[config.mk]
export PLATFORM = sky130hd
export DESIGN_NAME = vote_controller
export DESIGN_NICKNAME = d
export VERILOG_FILES = /design/src/rtl/vote_pkg.sv /design/src/rtl/vote_tally.sv /design/src/rtl/vote_controller.sv
export SDC_FILE = /design/constraint.sdc
export NUM_CORES = 1
export LEC_CHECK = 0
export ABC_AREA = 1
export CORE_MARGIN = 5
export CORE_UTILIZATION = 40
export CTS_CLUSTER_SIZE = 16
export DETAILED_ROUTE_END_ITERATION = 10
export GPL_ROUTABILITY_DRIVEN = 0
export PLACE_DENSITY = 0.62
export SLEW_MARGIN = 20
export SYNTH_ARGS = -nofsm -noshare
export SYNTH_HDL_FRONTEND = slang
export SYNTH_HIERARCHICAL = 1
export SYNTH_SLANG_ARGS = --single-unit
[constraint.sdc]
create_clock -name clk -period 2.85 [get_ports clk]
set_clock_uncertainty 0.15 [all_clocks]
set_input_delay 0.4275 -clock clk [delete_from_list [all_inputs] [get_ports clk]]
set_output_delay 0.4275 -clock clk [all_outputs]
set_load 0.02 [all_outputs]
[src/rtl/vote_pkg.sv]
// Shared types and defaults for the voting session sequencer.
package vote_pkg;

  localparam int ID_W         = 4;
  localparam int DEF_NUM_CAND = 4;
  localparam int DEF_CW       = 8;

  typedef enum logic [2:0] {
    IDLE,
    CHECK,
    WAIT_RES,
    VOTE,
    COMMIT,
    REJECT
  } state_e;

endpackage

[src/rtl/vote_tally.sv]
// Bank of saturating per-candidate counters plus a saturating total counter.
module vote_tally
  import vote_pkg::*;
#(
  parameter int NUM_CAND = DEF_NUM_CAND,
  parameter int CW       = DEF_CW,
  parameter int IDX_W    = 2
) (
  input  logic                   clk,
  input  logic                   reset,
  input  logic                   inc,
  input  logic [IDX_W-1:0]       idx,
  output logic [NUM_CAND*CW-1:0] tally,
  output logic [CW-1:0]          total
);

  logic [CW-1:0] total_q;
  logic [CW-1:0] total_d;

  genvar gi;
  generate
    for (gi = 0; gi < NUM_CAND; gi++) begin : g_cnt
      logic [CW-1:0] cnt_q;
      logic [CW-1:0] cnt_d;

      // Bump this candidate's count when selected, holding at all-ones.
      always_comb begin
        cnt_d = cnt_q;
        if (inc && (idx == IDX_W'(gi)) && (cnt_q != {CW{1'b1}})) begin
          cnt_d = cnt_q + 1'b1;
        end
      end

      // Counter register, cleared by reset.
      always_ff @(posedge clk) begin
        if (reset) begin
          cnt_q <= '0;
        end else begin
          cnt_q <= cnt_d;
        end
      end

      assign tally[gi*CW +: CW] = cnt_q;
    end
  endgenerate

  // Total of committed votes, saturating independently of the per-candidate counts.
  always_comb begin
    total_d = total_q;
    if (inc && (total_q != {CW{1'b1}})) begin
      total_d = total_q + 1'b1;
    end
  end

  // Total register, cleared by reset.
  always_ff @(posedge clk) begin
    if (reset) begin
      total_q <= '0;
    end else begin
      total_q <= total_d;
    end
  end

  assign total = total_q;

endmodule

[src/rtl/vote_controller.sv]
// Voting session sequencer: ID check handshake, vote capture with timeout, tally update.
module vote_controller
  import vote_pkg::*;
#(
  parameter int NUM_CAND = DEF_NUM_CAND,
  parameter int CW       = DEF_CW,
  parameter int TIMEOUT  = 1000,
  localparam int CAND_W  = ($clog2(NUM_CAND) < 1) ? 1 : $clog2(NUM_CAND)
) (
  input  logic                   clk,
  input  logic                   reset,
  input  logic [ID_W-1:0]        voter_id,
  input  logic                   id_enter,
  input  logic [CAND_W-1:0]      cand_sel,
  input  logic                   vote_btn,
  input  logic                   id_valid,
  input  logic                   id_used,
  output logic [ID_W-1:0]        chk_id,
  output logic                   check,
  output logic                   mark_done,
  output logic                   busy,
  output logic                   vote_ok,
  output logic                   rejected,
  output logic                   timeout,
  output logic                   proto_err,
  output logic [NUM_CAND*CW-1:0] tally,
  output logic [CW-1:0]          total_votes
);

  localparam int TW = $clog2(TIMEOUT) + 1;

  state_e            state_q, state_d;
  logic [ID_W-1:0]   chk_id_q, chk_id_d;
  logic [CAND_W-1:0] sel_q, sel_d;
  logic [TW-1:0]     timer_q, timer_d;
  logic              timeout_q, timeout_d;
  logic              proto_err_q, proto_err_d;

  // Next-state logic; the two abort pulses are registered alongside the return to IDLE.
  always_comb begin
    state_d     = state_q;
    chk_id_d    = chk_id_q;
    sel_d       = sel_q;
    timer_d     = timer_q;
    timeout_d   = 1'b0;
    proto_err_d = 1'b0;
    case (state_q)
      IDLE: begin
        if (id_enter) begin
          chk_id_d = voter_id;
          state_d  = CHECK;
        end
      end
      CHECK: begin
        state_d = WAIT_RES;
      end
      WAIT_RES: begin
        if (id_valid && !id_used) begin
          state_d = VOTE;
          timer_d = '0;
        end else if (!id_valid && id_used) begin
          state_d = REJECT;
        end else begin
          state_d     = IDLE;
          proto_err_d = 1'b1;
        end
      end
      VOTE: begin
        timer_d = timer_q + 1'b1;
        // An accepted vote on the last allowed cycle takes priority over expiry.
        if (vote_btn && (int'(cand_sel) < NUM_CAND)) begin
          sel_d   = cand_sel;
          state_d = COMMIT;
        end else if (timer_q == TW'(TIMEOUT - 1)) begin
          state_d   = IDLE;
          timeout_d = 1'b1;
        end
      end
      COMMIT: begin
        state_d = IDLE;
      end
      REJECT: begin
        state_d = IDLE;
      end
      default: begin
        state_d = IDLE;
      end
    endcase
  end

  // State and session registers; reset abandons any session without marking.
  always_ff @(posedge clk) begin
    if (reset) begin
      state_q     <= IDLE;
      chk_id_q    <= '0;
      sel_q       <= '0;
      timer_q     <= '0;
      timeout_q   <= 1'b0;
      proto_err_q <= 1'b0;
    end else begin
      state_q     <= state_d;
      chk_id_q    <= chk_id_d;
      sel_q       <= sel_d;
      timer_q     <= timer_d;
      timeout_q   <= timeout_d;
      proto_err_q <= proto_err_d;
    end
  end

  assign chk_id    = chk_id_q;
  assign check     = (state_q == CHECK);
  assign mark_done = (state_q == COMMIT);
  assign vote_ok   = (state_q == COMMIT);
  assign rejected  = (state_q == REJECT);
  assign busy      = (state_q != IDLE);
  assign timeout   = timeout_q;
  assign proto_err = proto_err_q;

  vote_tally #(
    .NUM_CAND (NUM_CAND),
    .CW       (CW),
    .IDX_W    (CAND_W)
  ) u_tally (
    .clk   (clk),
    .reset (reset),
    .inc   (state_q == COMMIT),
    .idx   (sel_q),
    .tally (tally),
    .total (total_votes)
  );

endmodule

==> summary.md, run 1 <==
| Metric | Value |
|---|---|
| RSZ-0062 raised after global routing | `no` |
| Post-Syn Area | `3250 um^2` |
| Critical path startpoint category | `flip-flop` |
| First-pass iteration count of the detailed router | `4` |
| Xor-xnor portion of the synthesized cell area | `0.00270` |
| Cell total after placement | `about 650` |
| Reg clk slew, reported paths | `70 ps` |
| Resized Gates After CTS | `0` |
| Final cell count without fillers | `670` |
| Final setup vio count | `0` |
| Clock net sink count | `62` |
| Critical Path, Cell by Cell | `inv_2, nor3_2, clkdlybuf4s50_1` |
| Area Growth Syn to Fin | `28.7%` |
| Post-synth net total | `about 520` |
| Net count reported at finish | `just under 600` |
| Wire length of the first global-routing pass | `roughly 13000 um` |
| Final cycle utilization of the critical path | `0.853` |
| Die H | `roughly 100 um` |
| Post-CTS setup-driven buffer insertion count | `0` |
| Worst-margin pin slew | `between 400 and 500 ps` |
| Max Root-Sink Buffers | `2` |
| Power per standard cell area | `~440 nW/um^2` |
| Number of buffers added to fix hold violations after cts | `0` |
| Die Wd | `about 100 um` |
| Simple-gate area share of the yosys netlist | `0.409` |
| Critical path endpoint category | `output pin` |
| Number of warning messages in the yosys log | `6` |
| Total global routing track utilization | `0.153` |
| Dominant combinational cell family by area after synthesis | `simple AND/OR/NAND/NOR gates` |
| Data required time of the worst path | `around 2300 ps` |
| Tightest slew margin relative to the limit | `0.721` |
| Clock tree from TritonCTS | `built` |
| Max-capacitance violation count | `0` |
| Total count of max-transition violations in the final report | `0` |
| Footprint of the flip-flops and latches | `1240 um^2` |
| Remaining number of nets flagged by the antenna check after routing | `0` |
| Total half-perimeter wirelength after legalization and detailed placement | `5620 um` |
| Post-synthesis register bit count | `between 60 and 70` |
| Port bufs | `62` |
| Outcome | `completed` |
| Core Box Area | `about 7800 um^2` |
| Final design area excluding fillers | `about 4200 um^2` |
| Cells after Synth | `a little under 500` |
| Total number of H-tree levels | `3` |
| Maximum fanout count along the critical path | `5` |
| Final worst path period need | `between 2000 and 2500 ps` |
| Sum of negative setup slack | `0 ps` |
| Mapped Avg Cell Area | `around 6.6 um^2` |
| Leakage power of the design | `between 0.0015 and 0.002 uW` |
| Max rail drop VDD | `about 320 uV` |
| Post-detailed-routing wire length | `about 7500 um` |
| Number of antenna violations at the first check in global routing | `0` |
| Number of I/O pins | `63` |
| Starting DRT DRC Count | `about 80` |
| Post-synthesis sequential area ratio | `0.382` |
| Root buffer selected by CTS | `sky130_fd_sc_hd__clkbuf_8` |
| Path class of the lowest-slack min-delay path | `flip-flop to flip-flop` |
| Worst-Skew Late Latency | `330 ps` |
| Fmax achieved | `0.411 GHz` |
| DIE AREA | `around 10000 um^2` |
| Final hold violations | `0` |
| Via-per-instance ratio | `4.81` |
| Delay of the slowest critical-path stage | `between 600 and 700 ps` |
| Critical path arrival | `around 1900 ps` |
| Total number of vias | `3226` |
| Count of filler cells inserted in the layout | `slightly below 800` |
| Area share of fa/ha/maj cells after synthesis | `0.0347` |
| Remaining design rule violation count | `0` |
| Post-Place Cell Area | `3980 um^2` |
| Total clock buffers created by CTS | `9` |
| Multi-input combinational cell area | `~1700 um^2` |
| Share of synthesized area spent on multiplexers | `0` |
| Post-synthesis cell type count | `33` |
| Post-DR wirelength/cell | `roughly 11 um` |
| Vias in the first global route | `2882` |
| Slowest-stage cell, CP | `sky130_fd_sc_hd__clkdlybuf4s50_1` |
| Layout cell share with drive strength beyond 1 | `0.0722` |
| Synth Area in Compound Gates | `0.0886` |
| Maximum number of pins on one net before global-route repair | `31` |
| Effective utilization at floorplan | `0.416` |
| Crit Path Category | `flip-flop to output pin` |
| Floorplan row count | `32` |
| Number of diodes | `0` |
| GRT Residual Overflow | `0` |
==> report_power, final <==
group | switching, uW | leakage, uW | internal, uW
clock network | 329 | 0.000106 | 448
registers | 18.0 | 0.000500 | 879
logic | 93.4 | 0.00107 | 67.5
==> cell type report <==
cell class              instances  area share
well taps                     102      0.0305
repair buffers                 65       0.154
clock inverters                 4      0.0108
inverters                      61      0.0547
flip-flops and latches         62       0.297
clock buffers                  12      0.0371
multi-input cells             364       0.416
==> registers in the layout, summed over array words and instances, names as in the netlist <==
name and flops:
proto_err 1, state_q 3, timer_q 11, u_tally/total 8, u_tally/g_cnt.cnt_q 32, chk_id 4, timeout 1, sel_q 2
==> cell usage after synthesis, drive strengths merged <==
library cell / number / area (um^2)
nand3b: 1 / 7.51
dfxtp: 62 / 1240
nor2b: 1 / 13.8
nor4: 1 / 6.26
inv: 61 / 229
buf: 4 / 27.5
nor3: 11 / 65.1
nor3b: 1 / 7.51
xor2: 1 / 8.76
clkbuf: 4 / 15.0
ha: 9 / 113
and2: 1 / 6.26
a21oi: 36 / 184
nor2: 102 / 405
nand3: 45 / 273
o21ai: 16 / 83.8
a31oi: 2 / 12.5
nand2: 125 / 474
o211ai: 1 / 7.51
nand4: 11 / 68.8
==> worst max-delay path, delay by kind of cell, from the launching register on <==
family | cells | cell delay (ps)
flip-flops | 1 | 490
AND/OR/NAND/NOR | 1 | 240
buffers and inverters | 2 | 790
==> worst paths after layout <==
check / start / endpoint / slack, ps / depth (start not counted)
setup / recovery: state_q[0] / check / 420 / 3
hold / removal: chk_id[3] / chk_id[3] / 320 / 2
setup reg to reg: state_q[2] / u_tally/g_cnt[1].cnt_q[0] / 770 / 8
hold reg to reg: chk_id[3] / chk_id[3] / 320 / 2
==> per-layer routing <==
metal	GRT usage	routed length [um]
met2	0.252	3520
met3	0.0493	479
met4	0.0518	74
met1	0.188	3460
met5	0	0
==> kinds of logic after synthesis <==
family,Yosys count
AO/OA/AOI/OAI,55
XOR/XNOR,1
adder cells (fa/ha/maj),9
buffers and inverters,69
flip-flops,62
AND/OR/NAND/NOR,299
==> metrics by stage <==
stage / hold WS, ps / util / setup slack [ps] / power [uW]
2_1_floorplan: 303 / - / 547 / 1010
3_3_place_gp: 302 / 0.510 / 789 / 1080
3_5_place_dp: 309 / 0.510 / 764 / 1080
4_1_cts: 324 / 0.536 / 376 / 1870
5_1_grt: 342 / 0.536 / 275 / 1920
6_report: 323 / 0.536 / 419 / 1830
==> cells in the final DEF, fill, tap and decap left out <==
| cell | netlist | layout |
|---|---|---|
| sky130_fd_sc_hd__a21oi_1 | 35 | 35 |
| sky130_fd_sc_hd__a21oi_2 | 1 | 1 |
| sky130_fd_sc_hd__a31oi_1 | 2 | 2 |
| sky130_fd_sc_hd__and2_1 | 1 | 1 |
| sky130_fd_sc_hd__buf_4 | 1 | 3 |
| sky130_fd_sc_hd__bufinv_16 | 0 | 1 |
| sky130_fd_sc_hd__clkbuf_1 | 4 | 1 |
| sky130_fd_sc_hd__clkbuf_8 | 0 | 11 |
| sky130_fd_sc_hd__clkdlybuf4s50_1 | 0 | 62 |
| sky130_fd_sc_hd__clkinv_2 | 0 | 3 |
| sky130_fd_sc_hd__dfxtp_1 | 62 | 62 |
| sky130_fd_sc_hd__ha_1 | 9 | 9 |
| sky130_fd_sc_hd__inv_1 | 56 | 56 |
| sky130_fd_sc_hd__inv_2 | 5 | 5 |
| sky130_fd_sc_hd__nand2_1 | 123 | 123 |
| sky130_fd_sc_hd__nand2_2 | 2 | 2 |
| sky130_fd_sc_hd__nand3_1 | 40 | 40 |
| sky130_fd_sc_hd__nand3_2 | 2 | 2 |
| sky130_fd_sc_hd__nand3_4 | 3 | 3 |
| sky130_fd_sc_hd__nand3b_1 | 1 | 1 |
| sky130_fd_sc_hd__nand4_1 | 11 | 11 |
| sky130_fd_sc_hd__nor2_1 | 97 | 97 |
| sky130_fd_sc_hd__nor2_2 | 3 | 3 |
| sky130_fd_sc_hd__nor2_4 | 2 | 2 |
| sky130_fd_sc_hd__nor2b_4 | 1 | 1 |
| sky130_fd_sc_hd__nor3_1 | 9 | 8 |
| sky130_fd_sc_hd__nor3_2 | 2 | 3 |
| sky130_fd_sc_hd__nor3b_1 | 1 | 1 |
| sky130_fd_sc_hd__nor4_1 | 1 | 1 |
| sky130_fd_sc_hd__o211ai_1 | 1 | 1 |
| sky130_fd_sc_hd__o21ai_0 | 13 | 13 |
| sky130_fd_sc_hd__o21ai_1 | 2 | 2 |
| sky130_fd_sc_hd__o21ai_2 | 1 | 1 |
| sky130_fd_sc_hd__xor2_1 | 1 | 1 |
Power figures use the tool's default switching activity.
==> run 2, diff against run 1 <==
HOLD_SLACK_MARGIN = 0.02   (was default)
==> results of run 2 <==
Final layout, timing and power as in run 1 (identical DEF).
==> run 3, diff against run 2 <==
TNS_END_PERCENT = 5   (was default)
==> results of run 3 <==
Final layout, timing and power as in run 1 (identical DEF).
